`src/rtl/cmp_stream_monitor.sv`:
```
// Monitors the Eq/Lt/Gt stream of a 2-bit comparator: outcome counters, illegal-code detection
// and a consecutive-Gt alarm FSM. Define CMP_MON_STICKY_ERR_EN to make code_err sticky.
module cmp_stream_monitor #(
    parameter int unsigned CNT_W     = 8,
    parameter int unsigned ALARM_LEN = 4
) (
    input  logic             clk,
    input  logic             rst_n,
    input  logic             in_valid,
    input  logic             eq_in,
    input  logic             lt_in,
    input  logic             gt_in,
    input  logic             clr,
    output logic [CNT_W-1:0] eq_cnt,
    output logic [CNT_W-1:0] lt_cnt,
    output logic [CNT_W-1:0] gt_cnt,
    output logic [CNT_W-1:0] err_cnt,
    output logic             code_err,
    output logic [CNT_W-1:0] streak,
    output logic             alarm
);

    typedef enum logic [1:0] {StIdle, StRun, StAlarm} state_e;

    localparam logic [CNT_W-1:0] AlarmLenW = CNT_W'(ALARM_LEN);

    state_e           state_q, state_d;
    logic [CNT_W-1:0] eq_q, eq_d, lt_q, lt_d, gt_q, gt_d, err_q, err_d;
    logic [CNT_W-1:0] streak_q, streak_d, streak_inc;
    logic             code_err_q, code_err_d;
    logic             legal;

    function automatic logic [CNT_W-1:0] sat_inc(input logic [CNT_W-1:0] v);
        return (&v) ? v : v + CNT_W'(1);
    endfunction

    assign legal      = (eq_in ^ lt_in ^ gt_in) & ~(eq_in & lt_in & gt_in);
    assign streak_inc = sat_inc(streak_q);

    always_comb begin
        state_d  = state_q;
        eq_d     = eq_q;
        lt_d     = lt_q;
        gt_d     = gt_q;
        err_d    = err_q;
        streak_d = streak_q;
`ifdef CMP_MON_STICKY_ERR_EN
        code_err_d = code_err_q;
`else
        code_err_d = 1'b0;
`endif
        if (clr) begin
            // clr wins over a coincident sample, which is dropped
            state_d    = StIdle;
            eq_d       = '0;
            lt_d       = '0;
            gt_d       = '0;
            err_d      = '0;
            streak_d   = '0;
            code_err_d = 1'b0;
        end else if (in_valid) begin
            if (!legal) begin
                err_d      = sat_inc(err_q);
                code_err_d = 1'b1;
                streak_d   = '0;
                state_d    = StIdle;
            end else if (eq_in) begin
                eq_d     = sat_inc(eq_q);
                streak_d = '0;
                state_d  = StIdle;
            end else if (lt_in) begin
                lt_d     = sat_inc(lt_q);
                streak_d = '0;
                state_d  = StIdle;
            end else begin
                gt_d     = sat_inc(gt_q);
                streak_d = streak_inc;
                unique case (state_q)
                    StIdle:  state_d = (ALARM_LEN == 1) ? StAlarm : StRun;
                    StRun:   state_d = (streak_inc == AlarmLenW) ? StAlarm : StRun;
                    StAlarm: state_d = StAlarm;
                    default: state_d = StIdle;
                endcase
            end
        end
    end

    always_ff @(posedge clk or negedge rst_n) begin
        if (!rst_n) begin
            state_q    <= StIdle;
            eq_q       <= '0;
            lt_q       <= '0;
            gt_q       <= '0;
            err_q      <= '0;
            streak_q   <= '0;
            code_err_q <= 1'b0;
        end else begin
            state_q    <= state_d;
            eq_q       <= eq_d;
            lt_q       <= lt_d;
            gt_q       <= gt_d;
            err_q      <= err_d;
            streak_q   <= streak_d;
            code_err_q <= code_err_d;
        end
    end

    assign eq_cnt   = eq_q;
    assign lt_cnt   = lt_q;
    assign gt_cnt   = gt_q;
    assign err_cnt  = err_q;
    assign streak   = streak_q;
    assign code_err = code_err_q;
    assign alarm    = (state_q == StAlarm);

endmodule
```
`config.mk`:
```
export PLATFORM = sky130hd
export DESIGN_NAME = cmp_stream_monitor
export DESIGN_NICKNAME = d
export VERILOG_FILES = /design/src/rtl/cmp_stream_monitor.sv
export SDC_FILE = /design/constraint.sdc
export NUM_CORES = 1
export LEC_CHECK = 0
export CAP_MARGIN = 15
export CORE_MARGIN = 2
export CORE_UTILIZATION = 25
export DETAILED_ROUTE_END_ITERATION = 12
export HOLD_SLACK_MARGIN = 0.1
export PLACE_DENSITY_LB_ADDON = 0.25
export REMOVE_ABC_BUFFERS = 1
export SETUP_SLACK_MARGIN = 0.4
export SLEW_MARGIN = 20
export SYNTH_ARGS = -nofsm -noshare
export SYNTH_HDL_FRONTEND = slang
export SYNTH_SLANG_ARGS = --single-unit
```
`constraint.sdc`:
```
create_clock -name clk -period 3.25 [get_ports clk]
set_input_delay 0.65 -clock clk [delete_from_list [all_inputs] [get_ports clk]]
set_output_delay 0.65 -clock clk [all_outputs]
set_load 0.05 [all_outputs]
```
# --- Yosys cells after proc, flatten, opt, wreduce, memory -nomap -nowiden ---
# Index checks and enable logic that the tools add are counted.
# Widths: inputs -> output; s select.
totals:
  register_bits: 43
  input_bits: 7
  out_inout_bits: 42
  elab_cells: 79
classes:
  addsub: 5
  n_eq_ne: 10
  muxes: 37
  n_bitwise: 6
  n_reduce_logical: 14
op_table:
  columns: ["cell", "n"]
  rows:
  - ["$mux 8", 27]
  - ["$add 8x1->8 const B", 5]
  - ["$reduce_and 8->1", 5]
  - ["$mux 2", 6]
  - ["$ne 2x2->1 const B", 5]
  - ["$reduce_and 5->1", 2]
  - ["$eq 8x3->1 const B", 1]
  - ["$reduce_bool 2->1", 4]
  - ["$pmux 2 s3", 1]
  - ["$ne 2x1->1 const B", 2]
  - ["$reduce_and 4->1", 1]
  - ["$and 1x1->1", 3]
  - ["$mux 1", 3]
  - ["$reduce_and 3->1", 1]
  - ["$eq 2x1->1 const B", 1]
  - ["$eq 2x2->1 const B", 1]
  - ["$logic_not 2->1", 1]
  - ["$xor 1x1->1", 2]
  - ["$not 1->1", 1]

# --- Depth between registers and ports, before layout ---
# Gate-level depths: netlist of the first run.
logic_depth:
  ltp_word: 10
  ltp_mapped: 7
  ltp_nobuf: 6

# --- Worst setup path before layout of the first run ---
# Ideal clock, no wire load.
synth_timing:
  path_type: "input port to flip-flop"
  start: "input port eq_in"
  end: "register gt_q[7] (netlist: gt_cnt[7])"
  setup_time_ns: 0.079
  t_arrival_ns: 2.382
  required_time_ns: 3.171
  path_slack_ns: 0.789
  path_stages: 7
  n_path_buf: 1
  path_cell_list: "ha_1 -> or3b_1 -> buf_6 -> a211oi_4 -> nand2_2 -> or4_1 -> a21oi_1"
synth_via:
  elab_chain_len: 6
  elab_cells_between_ends: 9
  classes_between: "eq/ne (1); bitwise (6); reduce/logical (2)"
synth_rtl:
  columns: ["item", "line_no", "text"]
  rows:
  - ["start: declaration", "10", "input logic eq_in,"]
  - ["$and 1x1->1 (2 in a row)", "37", "assign legal = (eq_in ^ lt_in ^ gt_in) & ~(eq_in & lt_in & gt_in);"]
  - ["$not 1->1", "37", null]
  - ["$and 1x1->1", "37", null]
  - ["$reduce_bool 2->1 (no line)", null, null]
  - ["$reduce_and 5->1 (no line) *", null, null]
  - ["end signal: assignment", "101", "gt_q <= gt_d;"]
  - ["end: declaration", "28", "logic [CNT_W-1:0] eq_q, eq_d, lt_q, lt_d, gt_q, gt_d, err_q, err_d;"]
# Mark *: on every way between the ends. The rest lies on a longest branch, timed or not.
# A chain may end at the register's enable or synchronous reset.

# --- Worst setup path after layout of the first run ---
layout_timing:
  start: "input port lt_in"
  end: "register gt_q[7] (netlist: gt_cnt[7])"
layout_via:
  elab_chain_len: 6
  elab_cells_between_ends: 9
  classes_between: "eq/ne (1); bitwise (6); reduce/logical (2)"
layout_rtl:
  columns: ["item", "line_no", "text"]
  rows:
  - ["start: declaration", "11", "input logic lt_in,"]
  - ["$and 1x1->1 (2 in a row)", "37", null]
  - ["$not 1->1", "37", null]
  - ["$and 1x1->1", "37", null]
  - ["$reduce_bool 2->1 (no line)", null, null]
  - ["$reduce_and 5->1 (no line) *", null, null]
# Marked as above.

==> results of run 1 <==
Yosys cell counts (3+ instances only):
cell type / count
dfrtp_1: 43
nor2_1: 38
nand2_1: 19
a21oi_1: 16
nand3_1: 16
nand4_1: 11
xnor2_1: 11
xor2_1: 11
o21ai_0: 8
inv_1: 7
and3_1: 6
ha_1: 6
clkbuf_1: 5
nor3_1: 5
nor3b_1: 3
o211ai_1: 3
o21ai_1: 3
or2_2: 3
or4_1: 3
power groups by stage:
| stage | logic, uW | clock network (uW) | registers [uW] |
|---|---|---|---|
| 4_1_cts | 107 | 456 | 547 |
| 5_1_grt | 121 | 478 | 549 |
| 6_report | 109 | 442 | 547 |
| 2_1_floorplan | 34.9 | 0 | 577 |
| 3_3_place_gp | 105 | 0 | 558 |
| 3_5_place_dp | 106 | 0 | 558 |
sequential cells by signal, indices dropped and copies added (netlist names):
name,flops
lt_cnt,8
gt_cnt,8
streak,8
eq_cnt,8
code_err,1
err_cnt,8
state_q,2
metal layers:
metal / vias to the layer above / GRT usage / routed length (um)
met1: 993 / 0.1689 / 2864
met3: 8 / 0.02599 / 219
met5: - / 0 / 0
met2: 42 / 0.1852 / 2665
li1: 1035 / - / -
met4: 0 / 0.03795 / 95
cells by family (layout without fill, tap and decap cells):
group                    Yosys count  count (layout)  synth area share
AO/OA/AOI/OAI                     52              52            0.1587
XOR/XNOR                          22              22           0.07987
adder cells (fa/ha/maj)            6               6           0.03112
buffers and inverters             14              70           0.02542
flip-flops                        43              43            0.4461
multiplexers                       3               3           0.01297
AND/OR/NAND/NOR                  116             116            0.2459
worst max-delay path by stage:
stage / from / to / cells past startpoint
global placement: lt_in / gt_cnt[7] / 7
floorplan: eq_in / gt_cnt[7] / 6
finish: lt_in / gt_cnt[7] / 7
global route: lt_in / gt_cnt[7] / 7
CTS: lt_in / gt_cnt[7] / 7
detailed placement: lt_in / gt_cnt[7] / 7
cell type report:
cell class	count	area (um2)	share of cell area
clock buffer	6	82.58	0.02583
clock inverter	2	35.03	0.01096
inverter	7	26.28	0.008219
multi-input combinational	199	1285	0.4020
sequential	43	1076	0.3366
tap	129	161.4	0.05049
timing repair buffer	55	530.5	0.1659
timing repair:
action                                  4_1_cts  5_1_grt
resized for setup                             1        2
pin swaps                                     0        3
endpoints found under the hold margin         0        0
setup buffers                                 0        4
endpoints found under the setup margin        1        1
critical path, delay by kind of cell:
kind / cells / cell delay, ns
buf+inv: 1 / 0.53
fa+ha+maj: 1 / 0.26
simple gates: 3 / 1.07
compound gates: 2 / 0.47
metrics by stage:
step	cells	cell area (um2)	power [uW]	worst slack [ns]
after global routing	441	3197	1147	0.4004
final	441	3197	1098	0.4798
after floorplan	249	2377	611.7	0.7358
after global placement	429	3037	662.4	0.1528
after CTS	437	3157	1111	0.5080
after detailed placement	429	3037	663.6	0.09336
==> results.sh, run 1 <==
export IMPL_coreArea_mm2=0.009284
export IMPL_globalRoute_totalOverflow=0
export IMPL_crit_required_ns=3.46
export IMPL_fin_hold_ws_ns=0.3513
export IMPL_maxSlewViolCount=0
export IMPL_grt_pass1_wl_mm=9.839
export IMPL_clock_latency_ns=0.30
export IMPL_first_pass_iters=4
export IMPL_switching_share=0.2484
export IMPL_ys_types=52
export IMPL_regToRegSetupSlack_ns=0.98
export IMPL_rsz0062_at_grt="false"
export IMPL_antenna_found_initial=0
export IMPL_path_cells="clkdlybuf4s50_1 > ha_1 > or3b_4 > a211oi_4 > nand2_2 > or4_4 > a21oi_2"
export IMPL_grt_pass1_vias=1979
export IMPL_skew_ns=0.005856
export IMPL_nets=324
export IMPL_r2r_end="state_q[1]"
export IMPL_path_max_fanout=7
export IMPL_start_util=0.2598
export IMPL_synth_flop_cell="dfrtp_1"
export IMPL_startpoint_type="input pin"
export IMPL_synth_top_area_frac=0.4461
export IMPL_avgSynthCellArea_um2=9.423
export IMPL_p_seq_frac=0.498
export IMPL_drive_gt1_frac=0.1058
export IMPL_yosys_top_cells_area="dfrtp_1 45%, nor2_1 5.9%, xnor2_1 4.0%"
export IMPL_gp_congestion=0.7939
export IMPL_yosysWarnings=0
export IMPL_slowest_delay_ns=0.53
export IMPL_intPower_uw=825.6
export IMPL_maxCapViolCount=0
export IMPL_fin_crit_sh=0.8524
export IMPL_cts_hold_buffers=0
export IMPL_final_common_cell="clkdlybuf4s50_1"
export IMPL_outcome="completed"
export IMPL_route_detailed_drc=0
export IMPL_power_density_mw_per_mm2=343.6
export IMPL_period_minus_slack_ns=2.770
export IMPL_postLayoutCoreUtil=0.3443
export IMPL_rows=35
export IMPL_synth_cells=256
export IMPL_clock_sinks=43
export IMPL_p_comb_frac=0.099
export IMPL_syn_area_mm2=0.002412
export IMPL_cts_tree="done"
export IMPL_endpoint_kind="flop"
export IMPL_clockPowerShare=0.403
export IMPL_worstMarginPinSlew_ns=0.7994
export IMPL_routed_via_density=4.712
export IMPL_io_pins=49
export IMPL_cp_data_arrival_time_ns=2.98
export IMPL_synth_edf_count=0
export IMPL_critPathSlowestCell="clkdlybuf4s50_1"
export IMPL_cts_root_buf="clkbuf_8"
export IMPL_diodes=0
export IMPL_hold_violations=0
export IMPL_avgRoutedWirePerCell_um=13.25
export IMPL_first_iter_violations=81
export IMPL_vias=2078
export IMPL_die_area_mm2=0.01045
export IMPL_fmax_mhz=361.0
export IMPL_dieWidth_um=102.2
export IMPL_wl_mm=5.844
export IMPL_critPathKind="in -> reg"
export IMPL_hold_class="in -> async"
export IMPL_cts_max_level=2
export IMPL_setup_tns_ns=0
export IMPL_postRouteAntennaNets=0
export IMPL_leakage_uw=0.001271
export IMPL_n_fill_cell=997
export IMPL_seq_area_frac_synth=0.4461
export IMPL_hpwl_mm=4.146
export IMPL_slew_headroom=0.4654
export IMPL_p_sw_uw=272.8
export IMPL_reg2regPathDepth=6
export IMPL_ys_async_sr_fraction=1.000
export IMPL_r2r_start="streak[0]"
export IMPL_ir_worst_vdd_v=0.0001605
export IMPL_cts_buffers=5
export IMPL_die_y_um=102.2
export IMPL_grt_max_degree=44
export IMPL_globalRouteTotalUtil=0.1202
export IMPL_yosys_area_top_type="dfrtp_1"
export IMPL_portBuffers=48
export IMPL_synth_seq_cells=43
export IMPL_final_cell_mix="47 x clkdlybuf4s50_1, 43 x dfrtp_1, 38 x nor2_1"
export IMPL_clkSlewWorstSetupHoldPaths_ns=0.08
export IMPL_setup_viol=0
export IMPL_clock_path_buffers=2
export IMPL_synthToLayoutAreaGrowth_pct=32.52
No activity file was read; power rests on OpenSTA's default activity.
==> run 2: changes to the inputs <==
TNS_END_PERCENT = 20   (was unset)
==> results of run 2 <==
Same layout as run 1: the final DEF is identical, and so are final timing and power.
==> run 3: changes to the inputs <==
HOLD_SLACK_MARGIN = unset   (was 0.1)
==> results of run 3 <==
Same layout as run 1: the final DEF is identical, and so are final timing and power.
